**src/rtl/threshold_scheduler_pkg.sv**
```systemverilog
// Shared definitions for the threshold scheduler: config field indices, FSM states and the
// per-profile record kept in the shadow table and the active register set.
package threshold_scheduler_pkg;

  localparam logic [2:0] FldHLo  = 3'd0;
  localparam logic [2:0] FldHHi  = 3'd1;
  localparam logic [2:0] FldSLo  = 3'd2;
  localparam logic [2:0] FldSHi  = 3'd3;
  localparam logic [2:0] FldVMin = 3'd4;
  localparam logic [2:0] FldDwell = 3'd5;
  localparam logic [2:0] FldEn   = 3'd6;

  typedef enum logic [1:0] {
    StIdle,
    StSync,
    StRun
  } state_e;

  typedef struct packed {
    logic [7:0] h_lo;
    logic [7:0] h_hi;
    logic [7:0] s_lo;
    logic [7:0] s_hi;
    logic [5:0] v_min;
    logic [7:0] dwell;
    logic       en;
  } prof_t;

endpackage

```
**src/rtl/rr_next_sel.sv**
```systemverilog
// Round-robin pick of the first set request strictly after start, wrapping; start itself is
// considered last. none is set when no request bit is high.
module rr_next_sel #(
  parameter int unsigned N = 4,
  parameter int unsigned W = 2
) (
  input  logic [N-1:0] req,
  input  logic [W-1:0] start,
  output logic [W-1:0] idx,
  output logic         none
);

  always_comb begin
    idx  = start;
    none = 1'b1;
    // Walk from farthest to nearest so the nearest hit is the one that sticks.
    for (int unsigned k = N; k >= 1; k--) begin
      if (req[(32'(start) + k) % N]) begin
        idx  = W'((32'(start) + k) % N);
        none = 1'b0;
      end
    end
  end

endmodule

```
**src/rtl/threshold_scheduler.sv**
```systemverilog
// Frame-synchronous scheduler that cycles colour-threshold profiles from a host-written shadow
// table into the active registers feeding the threshold datapath.
module threshold_scheduler
  import threshold_scheduler_pkg::*;
#(
  parameter int unsigned NPROF = 4,
  parameter int unsigned PW    = $clog2(NPROF)
) (
  input  logic          clk,
  input  logic          rst,
  input  logic          end_frame_in,
  input  logic          cfg_we,
  input  logic [PW+2:0] cfg_addr,
  input  logic [7:0]    cfg_data,
  output logic [7:0]    h_lo,
  output logic [7:0]    h_hi,
  output logic [7:0]    s_lo,
  output logic [7:0]    s_hi,
  output logic [5:0]    v_min,
  output logic          h_wrap,
  output logic [PW-1:0] prof_id,
  output logic          active,
  output logic          frame_done,
  output logic [PW-1:0] done_id
);

  state_e        state_q, state_d;
  prof_t         shadow_q [NPROF];
  prof_t         act_q, act_d;
  logic [PW-1:0] prof_id_q, prof_id_d;
  logic          h_wrap_q, h_wrap_d;
  logic [7:0]    dwell_cnt_q, dwell_cnt_d;
  logic          frame_done_q, frame_done_d;
  logic [PW-1:0] done_id_q, done_id_d;

  logic [NPROF-1:0] en_vec;
  logic             any_en;
  logic [PW-1:0]    rr_start, rr_idx;
  logic             rr_none;
  logic [7:0]       max_dwell, cnt_inc;
  logic [PW-1:0]    sel;
  logic             do_load;

  wire [PW-1:0] wr_prof = cfg_addr[PW+2:3];
  wire [2:0]    wr_fld  = cfg_addr[2:0];

  always_ff @(posedge clk) begin
    if (!rst) begin
      for (int i = 0; i < int'(NPROF); i++) shadow_q[i] <= '0;
    end else if (cfg_we && (32'(wr_prof) < NPROF)) begin
      case (wr_fld)
        FldHLo:   shadow_q[wr_prof].h_lo  <= cfg_data;
        FldHHi:   shadow_q[wr_prof].h_hi  <= cfg_data;
        FldSLo:   shadow_q[wr_prof].s_lo  <= cfg_data;
        FldSHi:   shadow_q[wr_prof].s_hi  <= cfg_data;
        FldVMin:  shadow_q[wr_prof].v_min <= cfg_data[5:0];
        FldDwell: shadow_q[wr_prof].dwell <= cfg_data;
        FldEn:    shadow_q[wr_prof].en    <= cfg_data[0];
        default:  ;
      endcase
    end
  end

  always_comb begin
    en_vec = '0;
    for (int i = 0; i < int'(NPROF); i++) en_vec[i] = shadow_q[i].en;
  end
  assign any_en = |en_vec;

  // Starting from NPROF-1 makes the round-robin search yield the lowest enabled index.
  assign rr_start = (state_q == StRun) ? prof_id_q : PW'(NPROF - 1);

  rr_next_sel #(
    .N(NPROF),
    .W(PW)
  ) u_rr_next_sel (
    .req  (en_vec),
    .start(rr_start),
    .idx  (rr_idx),
    .none (rr_none)
  );

  assign max_dwell = (act_q.dwell == 8'd0) ? 8'd1 : act_q.dwell;
  assign cnt_inc   = dwell_cnt_q + 8'd1;

  always_comb begin
    state_d      = state_q;
    act_d        = act_q;
    prof_id_d    = prof_id_q;
    h_wrap_d     = h_wrap_q;
    dwell_cnt_d  = dwell_cnt_q;
    frame_done_d = 1'b0;
    done_id_d    = done_id_q;
    sel          = rr_idx;
    do_load      = 1'b0;

    unique case (state_q)
      StIdle: begin
        if (any_en) state_d = StSync;
      end
      StSync: begin
        if (rr_none) begin
          state_d = StIdle;
        end else if (end_frame_in) begin
          state_d     = StRun;
          dwell_cnt_d = '0;
          do_load     = 1'b1;
        end
      end
      StRun: begin
        if (end_frame_in) begin
          frame_done_d = 1'b1;
          done_id_d    = prof_id_q;
          if (rr_none) begin
            state_d     = StIdle;
            dwell_cnt_d = '0;
          end else if (cnt_inc >= max_dwell || !en_vec[prof_id_q]) begin
            // A disabled active profile is skipped rather than reloaded.
            dwell_cnt_d = '0;
            do_load     = 1'b1;
          end else begin
            dwell_cnt_d = cnt_inc;
            sel         = prof_id_q;
            do_load     = 1'b1;
          end
        end
      end
      default: state_d = StIdle;
    endcase

    if (do_load) begin
      act_d     = shadow_q[sel];
      prof_id_d = sel;
      h_wrap_d  = shadow_q[sel].h_lo > shadow_q[sel].h_hi;
    end
  end

  always_ff @(posedge clk) begin
    if (!rst) begin
      state_q      <= StIdle;
      act_q        <= '0;
      prof_id_q    <= '0;
      h_wrap_q     <= 1'b0;
      dwell_cnt_q  <= '0;
      frame_done_q <= 1'b0;
      done_id_q    <= '0;
    end else begin
      state_q      <= state_d;
      act_q        <= act_d;
      prof_id_q    <= prof_id_d;
      h_wrap_q     <= h_wrap_d;
      dwell_cnt_q  <= dwell_cnt_d;
      frame_done_q <= frame_done_d;
      done_id_q    <= done_id_d;
    end
  end

  assign h_lo       = act_q.h_lo;
  assign h_hi       = act_q.h_hi;
  assign s_lo       = act_q.s_lo;
  assign s_hi       = act_q.s_hi;
  assign v_min      = act_q.v_min;
  assign h_wrap     = h_wrap_q;
  assign prof_id    = prof_id_q;
  assign active     = (state_q == StRun);
  assign frame_done = frame_done_q;
  assign done_id    = done_id_q;

endmodule

```
**config.mk**
```make
export PLATFORM = sky130hd
export DESIGN_NAME = threshold_scheduler
export DESIGN_NICKNAME = d
export VERILOG_FILES = /design/src/rtl/threshold_scheduler_pkg.sv /design/src/rtl/rr_next_sel.sv /design/src/rtl/threshold_scheduler.sv
export SDC_FILE = /design/constraint.sdc
export NUM_CORES = 1
export LEC_CHECK = 0
export BUFFER_PORTS_ARGS = -buffer_cell sky130_fd_sc_hd__buf_2
export CAP_MARGIN = 10
export CELL_PAD_IN_SITES_DETAIL_PLACEMENT = 1
export CELL_PAD_IN_SITES_GLOBAL_PLACEMENT = 1
export CORE_MARGIN = 2
export CORE_UTILIZATION = 45
export DETAILED_ROUTE_END_ITERATION = 8
export PLACE_DENSITY_LB_ADDON = 0.1
export SLEW_MARGIN = 20
export SYNTH_ARGS = -nofsm -noshare
export SYNTH_HDL_FRONTEND = slang
export SYNTH_SLANG_ARGS = --single-unit
export TNS_END_PERCENT = 100
```
**constraint.sdc**
```tcl
create_clock -name clk -period 5.2 [get_ports clk]
set_input_delay 0.26 -clock clk [delete_from_list [all_inputs] [get_ports clk]]
set_output_delay 0.26 -clock clk [all_outputs]
set_load 0.1 [all_outputs]
```
==> impl_metrics.env <==
export IMPL_pwr_share_comb=0.157
export IMPL_critical_path_class="flop to flop"
export IMPL_clockBufferDepth=3
export IMPL_switching_power_uw=1450
export IMPL_cts_sink_count=250
export IMPL_finalNetCount=1131
export IMPL_synthArstFlopShare=0
export IMPL_io_pins=62
export IMPL_first_global_vias=8655
export IMPL_grt_pass1_wl_mm=51.3
export IMPL_detailed_place_hpwl_mm=21.0
export IMPL_initial_core_util=0.454
export IMPL_finalClockSkew_ns=0.0146
export IMPL_cts_buffers=28
export IMPL_rsz0062_at_grt="false"
export IMPL_run_status="finished clean"
export IMPL_finalSetupViolCount=0
export IMPL_tightest_slew_ns=1.08
export IMPL_totalWireLength_mm=32.9
export IMPL_min_period_over_period=0.925
export IMPL_avgViaCountPerCell=5.73
export IMPL_drt_initial_drc_count=644
export IMPL_peakVddDrop_mv=0.290
export IMPL_total_power_uw=5070
export IMPL_min_period_ns=4.81
export IMPL_gp_congestion=0.801
export IMPL_fin_cells=1451
export IMPL_synth_edf_count=188
export IMPL_fillers=2768
export IMPL_syn_avg_cell_area_um2=10.9
export IMPL_fin_util=0.503
export IMPL_syn_inst=1085
export IMPL_die_area_um2=27500
export IMPL_tns_ns=0
export IMPL_die_x_um=166
export IMPL_route_detailed_drc=0
export IMPL_antenna_found_initial=0
export IMPL_via_count=8307
export IMPL_ys_flop_type="edfxtp_1"
export IMPL_worstPathArrival_ns=5.25
export IMPL_clk_pin_slew_worst_paths_ns=0.06
export IMPL_synth_distinct_cells=60
export IMPL_p_int_uw=3620
export IMPL_cp_required_ns=5.64
export IMPL_clkPwrFrac=0.381
export IMPL_p_leak_uw=0.00468
export IMPL_n_antenna_cell=0
export IMPL_root_buffer="clkbuf_16"
export IMPL_synth_common_cells="188 x edfxtp_1, 164 x nor2_1, 113 x nand2_1"
export IMPL_grt_ovfl_total=0
export IMPL_end_kind="flop"
export IMPL_yosysTopAreaCellShare=0.479
export IMPL_yosysTopAreaCell="edfxtp_1"
export IMPL_wl_met3_mm=1.23
export IMPL_yosysMostFrequentCell="edfxtp_1"
export IMPL_dr_pass1_iters=5
export IMPL_p_sw_frac=0.286
export IMPL_routedWlPerCell_um=22.7
export IMPL_core_area_um2=25900
export IMPL_yosys_top_cells_area="edfxtp_1 48%, dfxtp_1 11%, nor2_1 5.2%"
export IMPL_min_path_type="input pin to flop"
export IMPL_max_freq_mhz=208
export IMPL_synth_fp_nets=1122
export IMPL_sequentialPowerShare=0.461
export IMPL_place_inst=1397
export IMPL_startpoint_type="flop"
export IMPL_grt_max_degree=49
export IMPL_dp_slack_ns=0.301
export IMPL_area_growth_syn_to_layout_pct=10.7
export IMPL_power_density_nw_per_um2=389
export IMPL_die_h_um=166
export IMPL_wl_met2_mm=15.7
export IMPL_grtUsageTotal=0.240
export IMPL_ant_nets=0
export IMPL_num_rows=59
export IMPL_synth_seq_area_share=0.585
export IMPL_netlist_area_um2=11800
export IMPL_drive_above_1_share=0.130
export IMPL_clock_latency_ns=0.56
export IMPL_hold_viol=0
export IMPL_h_tree_depth=1
export IMPL_holdBufCountCts=0
export IMPL_cts_tree="done"
export IMPL_wl_met1_mm=15.1
export IMPL_slew_headroom=0.282
export IMPL_place_port_buffers=61
export IMPL_synth_seq_cells=250
export IMPL_drv_cap=0
export IMPL_yosysWarnings=0
export IMPL_path_max_fanout=27
export IMPL_fin_ws_ns=0.393
export IMPL_routed_top_layer="met4"
export IMPL_maxSlewViolCount=0
power by group through the flow:
| stage | sequential (uW) | clock [uW] | combinational (uW) |
|---|---|---|---|
| floorplan | 2370 | 0 | 619 |
| global placement | 2380 | 0 | 788 |
| detailed placement | 2380 | 0 | 796 |
| CTS | 2340 | 1970 | 802 |
| global route | 2350 | 2030 | 874 |
| finish | 2340 | 1930 | 798 |
final timing paths:
kind,from,endpoint,slack [ns],cells after the start
min,end_frame_in,frame_done$_SDFF_PN0_,0.06,2
max,dwell_cnt_q[0]$_SDFFE_PN0P_,h_wrap$_SDFFE_PN0P_,0.39,20
min reg2reg,h_lo[6]$_SDFFE_PN0P_,h_lo[6]$_SDFFE_PN0P_,0.45,2
max reg2reg,dwell_cnt_q[0]$_SDFFE_PN0P_,h_wrap$_SDFFE_PN0P_,0.39,20
area by class of cell:
cell class | instances | area [um^2] | area share
clock buffers | 40 | 766 | 0.0587
clock inverters | 12 | 139 | 0.0107
inverters | 59 | 221 | 0.0170
multi-input cells | 668 | 4090 | 0.314
flip-flops and latches | 250 | 6890 | 0.528
well taps | 335 | 419 | 0.0322
repair buffers | 87 | 513 | 0.0394
metal layers:
layer / track usage / up-vias
li1: - / 3904
met1: 0.328 / 4151
met2: 0.406 / 191
met3: 0.0303 / 61
met4: 0.0688 / 0
met5: 0 / -
cells by family (layout without fill, tap and decap cells):
family / after synthesis / in the layout / synth area share
AOI/OAI and AO/OA: 238 / 238 / 0.154
buffers and inverters: 167 / 198 / 0.0702
adders and majority gates: 20 / 20 / 0.0213
and+or+nand+nor: 371 / 371 / 0.136
muxes: 33 / 33 / 0.0291
DFF: 250 / 250 / 0.585
xor gates and xnor gates: 6 / 6 / 0.00446
per-stage QoR:
step	hold WS [ns]	cell area, um^2
2_1_floorplan	0.426	11800
3_3_place_gp	0.437	12100
3_5_place_dp	0.441	12100
4_1_cts	0.0469	13000
5_1_grt	0.0831	13000
6_report	0.0575	13000
cells in the final DEF, fill, tap and decap left out, types with 3 or more instances in the layout:
master       n
edfxtp_1   188
nor2_1     164
nand2_1    113
dfxtp_1     62
buf_2       61
inv_1       59
o21ai_0     43
nand3_1     40
mux2i_1     32
a211o_1     31
a211oi_1    31
a2111oi_0   30
o211ai_1    30
clkbuf_16   28
buf_4       25
ha_1        20
o31ai_1     19
clkbuf_1    10
nand2b_1     9
or2_1        9
a21oi_1      7
nor2b_1      7
nor3_1       7
a21o_1       6
o21a_1       6
a21boi_0     5
clkinv_2     5
xor2_1       4
a22oi_1      4
and3_1       3
o21ai_1      3
nand3b_1     3
and2_1       3
flip-flops by register name (all words and copies together) (netlist names):
register / count
act_q: 8
done_id: 2
dwell_cnt_q: 8
frame_done: 1
h_hi: 8
h_lo: 8
h_wrap: 1
prof_id: 2
s_hi: 8
s_lo: 8
shadow_q: 188
state_q: 2
v_min: 6
worst max-delay path, cell delays in order (launching register included):
cell and delay (ns):
dfxtp_1 0.39, and3_1 0.26, nand3_1 0.19, nor2_1 0.17
xor2_1 0.10, ha_1 0.37, nand2_1 0.13, o41a_4 0.52
and3_2 0.27, buf_4 0.23, a2111oi_0 0.44, a211oi_1 0.11
or2_1 0.23, ha_1 0.29, nor2b_1 0.13, o21a_1 0.16
o21a_1 0.16, o21a_1 0.16, o21bai_1 0.12, a211oi_1 0.09
o21a_1 0.18
repair_timing:
action | CTS | global route
endpoints found under the setup margin | 0 | 1
setup buffers | 0 | 2
gates resized for setup | 0 | 2
(Power assumes the default switching activity.)
